[src/rtl/lenet_ctrl_defs.sv]
// ---------------------------------------------------------------------------
// lenet_ctrl_defs
// Shared definitions for the layer sequencer.
//   seqState_e  : sequencer FSM state encoding (IDLE, RUN, DRAIN, DONE)
//   calcOutW()  : output feature-map width for a valid (unpadded) convolution
//   calcNWin()  : number of windows issued in one layer pass
// ---------------------------------------------------------------------------
package lenet_ctrl_defs;

   typedef enum logic [1:0] {
      IDLE  = 2'd0,
      RUN   = 2'd1,
      DRAIN = 2'd2,
      DONE  = 2'd3
   } seqState_e;

   // A KxK kernel slid over an imgW x imgW map without padding
   // produces imgW-K+1 positions along each axis.
   function automatic int calcOutW(input int imgW, input int k);
      return imgW - k + 1;
   endfunction

   function automatic int calcNWin(input int imgW, input int k);
      int w;
      w = calcOutW(imgW, k);
      return w * w;
   endfunction

endpackage

[src/rtl/valid_delay_line.sv]
// ---------------------------------------------------------------------------
// valid_delay_line
// DEPTH-stage 1-bit shift register that mirrors the datapath latency.
// Ports:
//   clk, reset   : clock and synchronous active-high reset
//   en_i         : shift enable; when low every stage holds
//   valid_i      : bit entering stage 0
//   valid_o      : bit leaving the last stage
//   occupied_o   : some stage currently holds a 1
//   emptyNext_o  : every stage will hold 0 after this clock edge
// ---------------------------------------------------------------------------
module valid_delay_line #(
   parameter int DEPTH = 3
) (
   input  logic clk,
   input  logic reset,
   input  logic en_i,
   input  logic valid_i,
   output logic valid_o,
   output logic occupied_o,
   output logic emptyNext_o
);

   logic [DEPTH-1:0] stages_q;
   logic [DEPTH-1:0] stages_d;

   // Next contents of the line. Shifting left and then overwriting bit 0
   // keeps this correct even for a single-stage line, where the shift
   // simply discards the old bit.
   always_comb begin
      stages_d = stages_q;
      if (en_i) begin
         stages_d    = stages_q << 1;
         stages_d[0] = valid_i;
      end
   end

   // Stage register with synchronous clear.
   always_ff @(posedge clk) begin
      if (reset) begin
         stages_q <= '0;
      end else begin
         stages_q <= stages_d;
      end
   end

   assign valid_o     = stages_q[DEPTH-1];
   assign occupied_o  = |stages_q;
   assign emptyNext_o = ~|stages_d;

endmodule

[src/rtl/layer_seq_ctrl.sv]
// ---------------------------------------------------------------------------
// layer_seq_ctrl
// Walks every KxK window of an IMG_W x IMG_W feature map in raster order,
// issues one window per non-stalled cycle and tracks the results coming
// back out of a PIPE_LAT-deep datapath.
// Ports:
//   clk, reset          : clock and synchronous active-high reset
//   start               : one-cycle request to run a pass (only heard in IDLE)
//   stall               : downstream not ready; freezes the whole sequencer
//   busy                : sequencer is not idle
//   done                : one-cycle pulse when a pass finishes
//   win_valid           : a window is issued this cycle
//   win_row, win_col    : output-row/column of the issued window
//   pix_addr            : top-left pixel address of the issued window
//   out_valid           : datapath result valid this cycle
//   out_addr            : linear index of the current result
// ---------------------------------------------------------------------------
module layer_seq_ctrl
   import lenet_ctrl_defs::*;
#(
   parameter int IMG_W    = 28,
   parameter int K        = 5,
   parameter int PIPE_LAT = 3,
   parameter int ADDR_W   = 10
) (
   input  logic              clk,
   input  logic              reset,
   input  logic              start,
   input  logic              stall,
   output logic              busy,
   output logic              done,
   output logic              win_valid,
   output logic [ADDR_W-1:0] win_row,
   output logic [ADDR_W-1:0] win_col,
   output logic [ADDR_W-1:0] pix_addr,
   output logic              out_valid,
   output logic [ADDR_W-1:0] out_addr
);

   localparam int OUT_W = calcOutW(IMG_W, K);
   localparam logic [ADDR_W-1:0] LAST_IDX = ADDR_W'(OUT_W - 1);
   localparam logic [ADDR_W-1:0] ONE      = ADDR_W'(1);
   localparam logic [ADDR_W-1:0] ROW_STEP = ADDR_W'(K);

   seqState_e         state_q;
   seqState_e         state_d;
   logic [ADDR_W-1:0] row_q;
   logic [ADDR_W-1:0] row_d;
   logic [ADDR_W-1:0] col_q;
   logic [ADDR_W-1:0] col_d;
   logic [ADDR_W-1:0] pix_q;
   logic [ADDR_W-1:0] pix_d;
   logic [ADDR_W-1:0] outAddr_q;
   logic [ADDR_W-1:0] outAddr_d;

   logic winValid;
   logic outValid;
   logic pipeOut;
   logic pipeOccupied;
   logic pipeEmptyNext;

   assign winValid = (state_q == RUN) && !stall;
   assign outValid = pipeOut && !stall;

   // The valid pipeline only advances on non-stalled cycles, so a result
   // appears exactly PIPE_LAT enabled cycles after its window was issued.
   valid_delay_line #(
      .DEPTH (PIPE_LAT)
   ) u_validPipe (
      .clk         (clk),
      .reset       (reset),
      .en_i        (!stall),
      .valid_i     (winValid),
      .valid_o     (pipeOut),
      .occupied_o  (pipeOccupied),
      .emptyNext_o (pipeEmptyNext)
   );

   // Next-state and counter logic. The pixel address is stepped
   // incrementally instead of multiplied: +1 along a row, and at a row wrap
   // the jump from (r, OUT_W-1) to (r+1, 0) is IMG_W-(OUT_W-1) = K.
   // DRAIN leaves on the edge that empties the valid pipeline, so DONE
   // follows the final result by exactly one cycle. DONE ignores stall.
   always_comb begin
      state_d   = state_q;
      row_d     = row_q;
      col_d     = col_q;
      pix_d     = pix_q;
      outAddr_d = outAddr_q;

      if (outValid) begin
         outAddr_d = outAddr_q + ONE;
      end

      case (state_q)
         IDLE: begin
            if (start) begin
               state_d   = RUN;
               row_d     = '0;
               col_d     = '0;
               pix_d     = '0;
               outAddr_d = '0;
            end
         end
         RUN: begin
            if (!stall) begin
               if (col_q == LAST_IDX) begin
                  col_d = '0;
                  if (row_q == LAST_IDX) begin
                     row_d   = '0;
                     pix_d   = '0;
                     state_d = DRAIN;
                  end else begin
                     row_d = row_q + ONE;
                     pix_d = pix_q + ROW_STEP;
                  end
               end else begin
                  col_d = col_q + ONE;
                  pix_d = pix_q + ONE;
               end
            end
         end
         DRAIN: begin
            if (!pipeOccupied || (!stall && pipeEmptyNext)) begin
               state_d = DONE;
            end
         end
         DONE: begin
            state_d = IDLE;
         end
         default: begin
            state_d = IDLE;
         end
      endcase
   end

   // State and counter registers with synchronous reset, which aborts any
   // pass in progress without producing a done pulse.
   always_ff @(posedge clk) begin
      if (reset) begin
         state_q   <= IDLE;
         row_q     <= '0;
         col_q     <= '0;
         pix_q     <= '0;
         outAddr_q <= '0;
      end else begin
         state_q   <= state_d;
         row_q     <= row_d;
         col_q     <= col_d;
         pix_q     <= pix_d;
         outAddr_q <= outAddr_d;
      end
   end

   assign busy      = (state_q != IDLE);
   assign done      = (state_q == DONE);
   assign win_valid = winValid;
   assign win_row   = row_q;
   assign win_col   = col_q;
   assign pix_addr  = pix_q;
   assign out_valid = outValid;
   assign out_addr  = outAddr_q;

endmodule

[config.mk]
export PLATFORM = sky130hd
export DESIGN_NAME = layer_seq_ctrl
export DESIGN_NICKNAME = d
export VERILOG_FILES = /design/src/rtl/lenet_ctrl_defs.sv /design/src/rtl/valid_delay_line.sv /design/src/rtl/layer_seq_ctrl.sv
export SDC_FILE = /design/constraint.sdc
export NUM_CORES = 1
export LEC_CHECK = 0
export ABC_AREA = 1
export BUFFER_PORTS_ARGS = -buffer_cell sky130_fd_sc_hd__buf_2
export CAP_MARGIN = 0
export CORE_UTILIZATION = 30
export CTS_BUF_LIST = sky130_fd_sc_hd__clkbuf_4
export CTS_CLUSTER_DIAMETER = 200
export DETAILED_ROUTE_END_ITERATION = 8
export PLACE_DENSITY_LB_ADDON = 0.12
export SLEW_MARGIN = 25
export SYNTH_ARGS = -nofsm -noshare
export SYNTH_HDL_FRONTEND = slang
export SYNTH_HIERARCHICAL = 1
export SYNTH_SLANG_ARGS = --single-unit
[constraint.sdc]
create_clock -name clk -period 2 [get_ports clk]
set_clock_uncertainty 0.1 [all_clocks]
set_input_delay 0.4 -clock clk [delete_from_list [all_inputs] [get_ports clk]]
set_output_delay 0.4 -clock clk [all_outputs]
set_load 0.05 [all_outputs]
Word level (Yosys, flattened, before mapping)
Cells that the tools add are included.
{"block": "word_totals", "register_bits": 45, "wordCells": 58, "output_inout_bits": 44, "inputBits": 4}
{"block": "op_classes", "mux": 22, "n_reduce_logical": 15, "eq_ne": 10, "n_addsub": 5}
{"op": "$mux W10", "count": 12}
{"op": "$pmux W10 S2", "count": 3}
{"op": "$add A10 B1 Y10 const B", "count": 4}
{"op": "$eq A10 B5 Y1 const B", "count": 2}
{"op": "$add A10 B3 Y10 const B", "count": 1}
{"op": "$mux W2", "count": 5}
{"op": "$pmux W2 S4", "count": 1}
{"op": "$ne A2 B2 Y1 const B", "count": 3}
{"op": "$reduce_or A3 Y1", "count": 2}
{"op": "$reduce_and A5 Y1", "count": 1}
{"op": "$eq A2 B2 Y1 const B", "count": 2}
{"op": "$ne A2 B1 Y1 const B", "count": 2}
{"op": "$reduce_and A4 Y1", "count": 1}
{"op": "$reduce_bool A2 Y1", "count": 2}
{"op": "$logic_and A1 B1 Y1", "count": 3}
{"op": "$logic_not A1 Y1", "count": 3}
{"op": "$mux W3", "count": 1}
{"op": "$reduce_and A3 Y1", "count": 1}
{"op": "$eq A2 B1 Y1 const B", "count": 1}
{"op": "$logic_not A2 Y1", "count": 1}
{"op": "$logic_or A1 B1 Y1", "count": 1}

Logic depth before layout (Yosys ltp)
{"block": "depth", "depth_word": 9, "mapped_depth": 16, "mapped_depth_nobuf": 15}

Cells and area by module
The synthesis kept the hierarchy.
{"module": "layer_seq_ctrl", "n_inst": 1, "seq_area_each_um2": 840.8, "area_per_inst_um2": 2623.8, "cells_each": 420}
{"module": "valid_delay_line", "n_inst": 1, "seq_area_each_um2": 60.1, "area_per_inst_um2": 142.6, "cells_each": 23}

Worst setup path after synthesis
Ideal clock, no wire load.
{"block": "synth_path", "kind": "flip-flop to flip-flop", "startpoint": "reg state_q[1]", "endpoint": "reg state_q[0]", "t_required_ns": 1.783, "setup_ns": 0.117, "setup_slack_ns": -0.056, "path_stages_with_launch": 16, "n_path_buf": 1, "arrival_ns": 1.839, "synth_period_minus_slack_ns": 2.056, "cell_sequence": "dfxtp_1 inv_1 ha_1 buf_6 nand2_1 inv_1 inv_1 nand2_1 nand2_1 nand2_1 nor2_2 a21oi_1 nor2_1 nand3_1 nor3_1 nor2_1"}
{"block": "synth_via", "elab_chain_cells": 9, "word_cells_on_any_way": 17, "classes_between": "eq/ne: 8; mux: 2; reduce/logical: 7"}
{"item": "from (decl)", "line_no": "layer_seq_ctrl.sv:45", "text": "seqState_e state_q;"}
{"item": "from (signal assigned)", "line_no": "layer_seq_ctrl.sv:147", "text": "state_q <= state_d;"}
{"item": "$eq A2 B1 Y1", "line_no": "layer_seq_ctrl.sv:62", "text": "assign winValid = (state_q == RUN) && !stall;"}
{"item": "$logic_and A1 B1 Y1", "line_no": "layer_seq_ctrl.sv:62"}
{"item": "named net win_valid", "line_no": "layer_seq_ctrl.sv:32", "text": "output logic win_valid,"}
{"item": "$mux W3", "line_no": "valid_delay_line.sv:32", "text": "if (en_i) begin"}
{"item": "$reduce_or A3 Y1", "line_no": "valid_delay_line.sv:49", "text": "assign emptyNext_o = ~|stages_d;"}
{"item": "$logic_not A1 Y1", "line_no": "valid_delay_line.sv:49"}
{"item": "named net pipeEmptyNext", "line_no": "layer_seq_ctrl.sv:60", "text": "logic pipeEmptyNext;"}
{"item": "$logic_and A1 B1 Y1", "line_no": "layer_seq_ctrl.sv:124", "text": "if (!pipeOccupied || (!stall && pipeEmptyNext)) begin"}
{"item": "$logic_or A1 B1 Y1", "line_no": "layer_seq_ctrl.sv:124"}
{"item": "$ne A2 B2 Y1 (no source line)"}
{"item": "$reduce_and A5 Y1 (no source line)"}
The timed path passes the listed nets, and every way through them passes these cells.
A chain may end at the register's enable or synchronous reset.

Worst setup path after layout
{"block": "layout_path", "startpoint": "reg state_q[1]", "endpoint": "out win_valid"}
{"block": "layout_via", "elab_chain_cells": 2}
{"item": "$eq A2 B1 Y1", "line_no": "layer_seq_ctrl.sv:62"}
{"item": "$logic_and A1 B1 Y1", "line_no": "layer_seq_ctrl.sv:62"}
{"item": "to (decl)", "line_no": "layer_seq_ctrl.sv:32"}
No other way between the ends.

==> summary.txt <==
GRT
  • Largest net degree at the start of global routing: 18
  • Initial antenna violation count: 0
  • First-pass GRT wire length: about 12000 um
  • Total GRT Usage: 0.1562
  • Grt ovf: 0
  • Number of global-route vias before repair: between 2000 and 3000

Clock tree
  • Total clock sinks: 45
  • Skew-Pair Late Insertion Delay: approximately 0.36 ns
  • Clk root buf: clkbuf_4
  • Worst-path clk slew: between 0.1 and 0.15 ns
  • H-tree Lvls: 2
  • Maximum root-to-sink buffer count: 2
  • CTS tree: built
  • TritonCTS Buffers: 5

Synth
  • Mapped Avg Cell Area: about 6.2 sq um
  • Mapped Cells: ~440
  • Most area-consuming cells after synthesis: dfxtp_1, nand2_1, inv_1
  • Synth Cell Area: around 0.0028 sq mm
  • Netlist cell types: 30
  • Yosys reg bits: 45
  • Post-synthesis sequential area ratio: 0.3256
  • Syn Nets: approximately 460
  • Synth warnings: 6
  • Synth top area share: 0.3256
  • Top cell type by total area after synthesis: dfxtp_1

Placement
  • # port buffers: 47
  • Placed wire-length estimate: between 5000 and 6000 um
  • Placed Area: ~0.0032 sq mm
  • GPL Wtd Cong: 0.8299
  • Dpl ws: about 0.04 ns

Drt
  • DRT iter0 DRCs: between 80 and 90
  • Via density: about 4.6
  • Final wirelength: approximately 7000 um
  • 1st-pass router iterations: 6
  • Via Count: around 2900
  • Drt wl/cell: 11.56 um
  • Post-route DRC: 3
  • Post-route ant nets: 0

Outcome
  • Status: finished, violations left
  • Failing checks: DRC

Min path
  • Hold Crit Start: reset
  • Worst Hold Class: in -> reg

Timing
  • F_max: approximately 0.53 GHz
  • Setup ws final: 0.1060 ns
  • Final Max Slew Viols: 0
  • Min cycle time layout: approximately 1.9 ns
  • Headroom to the max-slew limit: 0.8039
  • Final-report hold violation count: 0
  • Final worst path period share: 0.9470
  • RSZ-0062 raised after global routing: yes
  • Tightest Pin Transition: about 0.3 ns
  • Setup violators final: 0

Finish
  • Ant. Diodes: 0
  • Fin area: about 0.0034 sq mm
  • Commonest non-fill, non-tap cell in the layout: nand2_1
  • Area delta synth->final: 21.75%
  • Share of layout cells above drive strength 1: 0.2078
  • Post-layout nets: about 520
  • Commonest cells after routing, fill and taps aside: nand2_1, inv_1, nor2_1, buf_2, dfxtp_1

Floorplan
  • Die width: between 90 and 100 um
  • I/O pins: between 40 and 50
  • Die H: just under 100 um
  • Core area: 0.008806 sq mm
  • Die area: 0.009609 sq mm
  • Initial core utilization: 0.3142
  • FP Rows: 34

Run
  • Max-cap violations: 0

Setup path
  • Critical Path Source: state_q[1]
  • CP Max Fanout: 4
  • WP data required: 1.50 ns
  • Critical path class: reg -> out
  • Nature of the critical path endpoint: output pin
  • RR Startpoint: state_q[0]
  • Crit path DAT: about 1.4 ns
  • Crit path launch type: flip-flop

Power
  • Leakage: roughly 1.5 nW
  • Pwr Density: 898.4 mW/mm^2
  • Peak VDD IR: a little under 0.3 mV
## sequential cells by signal, indices dropped and copies added (netlist names)
register,flops
pix_addr,10
win_col,10
u_validPipe/stages_q,3
win_row,10
out_addr,10
state_q,2
## final timing paths
kind / end / slack, ns / cells past startpoint
setup / recovery: win_valid / 0.11 / 5
hold / removal: state_q[0] / 0.28 / 4
setup reg to reg: win_row[7] / 0.14 / 10
hold reg to reg: out_addr[9] / 0.39 / 2
## cell families (layout without fill, tap and decap cells)
logic type / Yosys count / in the layout / synth area share
simple gates: 257 / 257 / 0.3989
fa+ha+maj: 9 / 9 / 0.04071
buf+inv: 71 / 138 / 0.1040
xor+xnor: 8 / 8 / 0.02533
mux: 1 / 1 / 0.003618
compound gates: 52 / 52 / 0.1018
flops: 45 / 45 / 0.3256
## worst max-delay path: stages, from the launching register on
cell and delay (ns):
dfxtp_2 0.36, inv_2 0.08, ha_2 0.23, nand2_4 0.07
clkinvlp_4 0.08, clkbuf_4 0.22
## final cells by class
type	count	area, sq um
Clock inverter	2	33.78
Inverter	64	246.5
Multi-Input combinational cell	327	1623
Timing Repair Buffer	66	382.9
Fill cell	982	5438
Tap cell	108	135.1
Clock buffer	6	45.04
Sequential cell	45	902.1
## synth_stat cells
cell type and count:
nor3_1 10, a211oi_1 3, nand2_1 135, xor2_1 6, inv_2 6, o21bai_2 1
nand3_2 2, inv_1 58, or2_2 2, nand3_4 1, o21ai_1 1, clkbuf_1 2
nand3_1 35, nor2_2 3, nand4_1 8, buf_6 2, xnor2_1 2, nand2_2 1
nand3b_1 1, nor2_1 56, buf_2 2, buf_4 1, o21ai_2 2, a21oi_1 32
mux2i_1 1, o21ai_0 13, or2_0 1, nand2_4 2, dfxtp_1 45, ha_1 9
## repair_timing
action	4_1_cts	5_1_grt
buffers inserted	0	1
hold buffers	0	0
endpoints found under the hold margin	0	0
gates resized for setup	0	12
endpoints found under the setup margin	0	21
## metrics by stage
step / util / hold WS (ns) / setup TNS, ns / cells / power (W)
final: 0.3825 / 0.2811 / 0 / 618 / 0.003026
after global routing: 0.3825 / 0.2721 / -0.2470 / 618 / 0.003260
after CTS: 0.3768 / 0.2660 / 0 / 617 / 0.002972
after detailed placement: 0.3679 / 0.3713 / 0 / 609 / 0.002372
after global placement: 0.3679 / 0.3561 / 0 / 609 / 0.002367
after floorplan: - / 0.3523 / -0.03907 / 443 / 0.002025
## metal layers
metal  GRT usage  part of all wire  vias up
li1            -                 -     1532
met1      0.2062              0.50     1283
met2      0.2600              0.45       46
met3     0.02792             0.033        7
met4     0.04429            0.0095        0
met5           0                 0        -
## power by group
part	switching, W	internal (W)
Clock	0.000314	0.000274
Sequential	0.0000619	0.000964
Combinational	0.000983	0.000429
Total	0.00136	0.00167
Note: power is estimated with default switching activity, not from simulation.
